## src/rtl/multi_timer_control.sv

```systemverilog
// N-channel egg-timer controller: one control FSM per countdown channel, shared user
// controls routed by ch_sel, selected channel's bargraph/alarm multiplexed onto the LEDs.
module multi_timer_control #(
   parameter int unsigned NUM_CH       = 4,
   parameter int unsigned CH_W         = 2,
   parameter int unsigned LED_W        = 8,
   parameter int unsigned ALARM_BLINKS = 16,
   parameter int unsigned AUTO_RELOAD  = 0
) (
   input  logic                    clk,
   input  logic                    reset,
   input  logic [CH_W-1:0]         ch_sel,
   input  logic                    cooktime_req,
   input  logic                    start_req,
   input  logic                    pause_req,
   input  logic                    seconds_req,
   input  logic                    minutes_req,
   input  logic                    timer_en,
   input  logic                    blink_pulse,
   input  logic [NUM_CH-1:0]       timer_done,
   input  logic [NUM_CH*LED_W-1:0] bargraph,
   output logic                    increment_seconds,
   output logic                    increment_minutes,
   output logic [NUM_CH-1:0]       prog_mode,
   output logic [NUM_CH-1:0]       run_enable,
   output logic [NUM_CH-1:0]       load_timer,
   output logic [LED_W-1:0]        output_leds,
   output logic                    timer_enabled_led,
   output logic                    timer_on_led,
   output logic                    any_done
);

   localparam int unsigned CNT_W = (ALARM_BLINKS > 1) ? $clog2(ALARM_BLINKS + 1) : 1;
   localparam logic [CNT_W-1:0] CNT_LAST = CNT_W'((ALARM_BLINKS == 0) ? 0 : ALARM_BLINKS - 1);
   localparam bit RELOAD_EN = (AUTO_RELOAD != 0) && (ALARM_BLINKS != 0);

   typedef enum logic [2:0] {StIdle, StProg, StLoad, StRun, StPause, StDone} state_e;

   state_e           state_q     [NUM_CH];
   state_e           state_d     [NUM_CH];
   logic [CNT_W-1:0] alarm_cnt_q [NUM_CH];
   logic [CNT_W-1:0] alarm_cnt_d [NUM_CH];
   logic             flash_q, flash_d;
   logic [NUM_CH-1:0] sel;
   logic             sel_prog;

   // An out-of-range ch_sel matches no channel, so it selects nothing.
   always_comb begin
      sel = '0;
      for (int i = 0; i < NUM_CH; i++) begin
         sel[i] = (ch_sel == CH_W'(i));
      end
   end

   always_ff @(posedge clk or posedge reset) begin
      if (reset) begin
         flash_q <= 1'b0;
         for (int i = 0; i < NUM_CH; i++) begin
            state_q[i]     <= StIdle;
            alarm_cnt_q[i] <= '0;
         end
      end else begin
         flash_q <= flash_d;
         for (int i = 0; i < NUM_CH; i++) begin
            state_q[i]     <= state_d[i];
            alarm_cnt_q[i] <= alarm_cnt_d[i];
         end
      end
   end

   always_comb begin
      flash_d = flash_q ^ blink_pulse;
      for (int i = 0; i < NUM_CH; i++) begin
         state_d[i]     = state_q[i];
         // Held at zero outside DONE, which clears it on every entry.
         alarm_cnt_d[i] = '0;
         case (state_q[i])
            StIdle: begin
               if (sel[i] && cooktime_req)   state_d[i] = StProg;
               else if (sel[i] && start_req) state_d[i] = StLoad;
            end
            StProg: begin
               if (sel[i] && start_req && !cooktime_req) state_d[i] = StLoad;
            end
            StLoad: state_d[i] = StRun;
            StRun: begin
               if (sel[i] && cooktime_req)   state_d[i] = StProg;
               else if (timer_done[i])       state_d[i] = StDone;
               else if (sel[i] && pause_req) state_d[i] = StPause;
            end
            StPause: begin
               if (sel[i] && cooktime_req)                   state_d[i] = StProg;
               else if (sel[i] && (pause_req || start_req))  state_d[i] = StRun;
            end
            StDone: begin
               if (blink_pulse && (alarm_cnt_q[i] != '1)) begin
                  alarm_cnt_d[i] = alarm_cnt_q[i] + 1'b1;
               end else begin
                  alarm_cnt_d[i] = alarm_cnt_q[i];
               end
               if (sel[i] && cooktime_req)   state_d[i] = StProg;
               else if (sel[i] && start_req) state_d[i] = StLoad;
               else if (RELOAD_EN && blink_pulse && (alarm_cnt_q[i] == CNT_LAST)) begin
                  state_d[i] = StLoad;
               end
            end
            default: state_d[i] = StIdle;
         endcase
      end
   end

   always_comb begin
      prog_mode         = '0;
      run_enable        = '0;
      load_timer        = '0;
      output_leds       = '0;
      any_done          = 1'b0;
      timer_enabled_led = 1'b0;
      sel_prog          = 1'b0;
      for (int i = 0; i < NUM_CH; i++) begin
         prog_mode[i]  = (state_q[i] == StProg);
         run_enable[i] = (state_q[i] == StRun) && timer_en;
         load_timer[i] = (state_q[i] == StLoad);
         any_done      = any_done | (state_q[i] == StDone);
         if (sel[i]) begin
            sel_prog          = prog_mode[i];
            timer_enabled_led = run_enable[i];
            case (state_q[i])
               StRun:   output_leds = bargraph[i*LED_W +: LED_W];
               StPause: output_leds = bargraph[i*LED_W +: LED_W] & {LED_W{flash_q}};
               StDone:  output_leds = {LED_W{flash_q}};
               default: output_leds = '0;
            endcase
         end
      end
      increment_seconds = seconds_req & cooktime_req & sel_prog;
      increment_minutes = minutes_req & cooktime_req & sel_prog;
      timer_on_led      = timer_enabled_led & flash_q;
   end

endmodule

```

## config.mk

```make
export PLATFORM = sky130hd
export DESIGN_NAME = multi_timer_control
export DESIGN_NICKNAME = d
export VERILOG_FILES = /design/src/rtl/multi_timer_control.sv
export SDC_FILE = /design/constraint.sdc
export NUM_CORES = 1
export LEC_CHECK = 0
export CAP_MARGIN = 20
export CORE_UTILIZATION = 48
export DETAILED_ROUTE_END_ITERATION = 8
export PLACE_DENSITY = 0.95
export SKIP_LAST_GASP = 1
export SYNTH_ARGS = -nofsm -noshare
export SYNTH_HDL_FRONTEND = slang
export SYNTH_SLANG_ARGS = --single-unit
```

## constraint.sdc

```tcl
create_clock -name clk -period 5.6 [get_ports clk]
set_input_delay 1.68 -clock clk [delete_from_list [all_inputs] [get_ports clk]]
set_output_delay 1.68 -clock clk [all_outputs]
set_load 0.02 [all_outputs]
```

==> results.ini <==
[grt]
antenna_found_initial = 0
grt_pass1_vias = 2036
overflow = 0
grt_pass1_wl_mm = 9.025
grt_util_all_layers_pct = 27.97
grt_max_degree = 18

[finish]
syn2layout_area_growth_pct = 38.76
num_antenna_cells = 0
drive_gt1_share_pct = 4.620
fin_nets = 351
nFillCells = 305

[worst_setup_path]
endpoint_kind = output port
critPathMaxStageDelay_ps = 620
crit_slowest_cell = clkdlybuf4s50_1
path_class = in2out
crit_path_max_fanout = 5
cp.arrival_ps = 3550
start_kind = input pin
path_common_cell = clkdlybuf4s50_1
crit_chain = clkdlybuf4s50_1 > a311oi_1 > a211oi_1 > and2_1 > clkdlybuf4s50_1
crit_required_ps = 3920

[yosys]
syn_area_um2 = 1798
synth.distinct_cells = 47
synthCells = 249
synth-edff-count = 0
synth_top_area_share_pct = 18.09
yosysWarningCount = 0
post-synth-top-count-cell = nor2_1
synthTopCellsByCount = nor2_1 (36), a21o_1 (28), dfrtp_1 (13), nand2_1 (12), o21ai_0 (12)
synthTopCellsByArea = dfrtp_1 (18%), a21o_1 (12%), nor2_1 (7.5%)
synthesis.nets = 296
ys_async_sr_fraction_pct = 100.0
synth_flop_cell = dfrtp_1
avgSynthCellArea_um2 = 7.221
ys_seq_elements = 13
synth_sequential_area_ratio_pct = 18.09
synth_top_area_cell = dfrtp_1

[clock_tree]
clk_latency_ps = 260
cts_tree = built
root_buffer = clkbuf_8
numCtsBuffers = 3
htreeDepth = 1
cts.sinks = 13
clk_pin_slew_ps = 50
clockBufferDepth = 2
cts.hold.buffers_added = 0

[die]
die_y_um = 63.20
rows = 21
die_w_um = 63.20
io_pins = 72
die_area_um2 = 3994
start_util_pct = 51.84
coreArea_um2 = 3468

[sta]
worstMarginPinSlew_ps = 756.6
tns_ps = 0
max_slew_margin_pct = 49.45
hold_viol_final = 0
holdWs_ps = 650.2
period_minus_slack_ps = 5233
timing.final.crit_share_pct = 93.44
finClkSkew_ps = 1.104
finalWorstSetupSlack_ps = 367.4
setup_viol = 0
rsz0062_at_grt = false
fmax_mhz = 191.1
maxSlewViolCount = 0

[power_and_ir_drop]
ir_worst_vdd_uv = 281.8
p_leak_nw = 1.158
p_sw_share_pct = 48.74
combPwrFrac_pct = 66.3
p_int_w = 0.0005197
p_sw_w = 0.0004941
p_seq_share_pct = 24.8
p_per_area_nw_per_um2 = 406.4
clock_power_share_pct = 8.9

[worst_hold_path]
hold_class = reg2reg

[placement]
dpl_worst_slack_ps = 63.31
hpwl_mm = 4.105
portBuffers = 71
gp_congestion = 0.9089

[routing]
dr.first_iter.drc_count = 217
wl_per_cell_um = 15.85
wl_mm = 5.530
final_antenna_net_count = 0
vias_per_cell = 6.212
dr_total_vias = 2168
remaining_drc_errors = 0
dr.pass1.iters = 4

[run_status]
status = completed

[flow_run]
max_cap_viol_count = 0

[flip-flops by register name, indices dropped and copies added (netlist names)]
signal   cells
state_q     12
flash_q      1
[final cells by class]
class,instances,area [um^2],share of cell area [%]
multi-input combinational,201,1286,51.55
timing repair buffer,75,743.2,29.79
sequential,13,325.3,13.04
tap,46,57.56,2.307
clock buffer,4,45.04,1.805
inverter,10,37.54,1.505
[metal layers]
| layer | wire [um] | vias up | GRT usage (%) | share of wire, % |
|---|---|---|---|---|
| li1 | - | 1044 | - | - |
| met1 | 2361 | 988 | 35.74 | 43 |
| met2 | 2619 | 125 | 46.91 | 47 |
| met3 | 426 | 11 | 3.986 | 7.7 |
| met4 | 123 | 0 | 11.36 | 2.2 |
| met5 | 0 | - | 0 | 0 |
[kinds of logic (layout without fill, tap and decap cells)]
| logic type | count (synthesis) | after routing | share of synthesized area (%) |
|---|---|---|---|
| XOR/XNOR | 1 | 1 | 0.4872 |
| buffers and inverters | 35 | 89 | 10.37 |
| AO/OA/AOI/OAI | 111 | 111 | 44.89 |
| AND/OR/NAND/NOR | 85 | 85 | 23.10 |
| flip-flops | 13 | 13 | 18.09 |
| multiplexers | 4 | 4 | 3.062 |
[timing repair]
action,in CTS,in global routing
gates resized for setup,0,1
setup buffers,0,0
endpoints found under the hold margin,0,0
endpoints found under the setup margin,0,7
[per-stage QoR]
step / instances / utilization [%] / total power, W / area (um^2)
after floorplan: 249 / - / 0.0007123 / 1798
after global placement: 345 / 70.56 / 0.0008993 / 2447
after detailed placement: 345 / 70.56 / 0.0009132 / 2447
after CTS: 349 / 71.86 / 0.001006 / 2492
after global routing: 349 / 71.93 / 0.001091 / 2495
final: 349 / 71.93 / 0.001014 / 2495
[final timing paths]
check / cells past startpoint / end / slack (ps) / start
hold / removal: 1 / flash_q / 650 / flash_q
setup reg to reg: 3 / state_q[11] / 3660 / state_q[9]
setup / recovery: 5 / timer_on_led / 370 / ch_sel[0]
hold reg to reg: 1 / flash_q / 650 / flash_q
min in group asynchronous: 2 / state_q[6] / 1770 / reset
max in group asynchronous: 2 / state_q[4] / 3460 / reset
[cells in the final DEF, fill, tap and decap left out, types with 3 or more instances in the layout]
master           netlist  layout
a22oi_1               11      11
o22ai_1               10      10
nor2b_1                6       6
clkbuf_8               0       3
a31oi_1                3       3
a21oi_1               10      10
a2bb2oi_1              4       4
and3b_1                3       3
a21o_1                28      28
nand2_1               12      12
inv_1                 10      10
dfrtp_1               13      13
clkdlybuf4s50_1        0      70
nand3_1                3       3
buf_4                  3       4
nor2_1                36      36
a221oi_1               6       6
and3_1                 4       4
o21ai_0               12      12
nand2b_1               6       6
nand3b_1               6       6
a211oi_1               9       9
nor3_1                 6       6
[critical path, delay by kind of cell]
family,cells,cell delay (ps)
AOI/OAI and AO/OA,2,470
buffers and inverters,2,1220
and+or+nand+nor,1,180
[power groups by stage]
stage	logic (W)	clock network (W)	registers (W)
2_1_floorplan	0.000550	0	0.000162
3_3_place_gp	0.000655	0	0.000245
3_5_place_dp	0.000664	0	0.000249
4_1_cts	0.000671	0.0000890	0.000247
5_1_grt	0.000735	0.0000922	0.000263
6_report	0.000672	0.0000902	0.000252
Power figures use the tool's default switching activity.
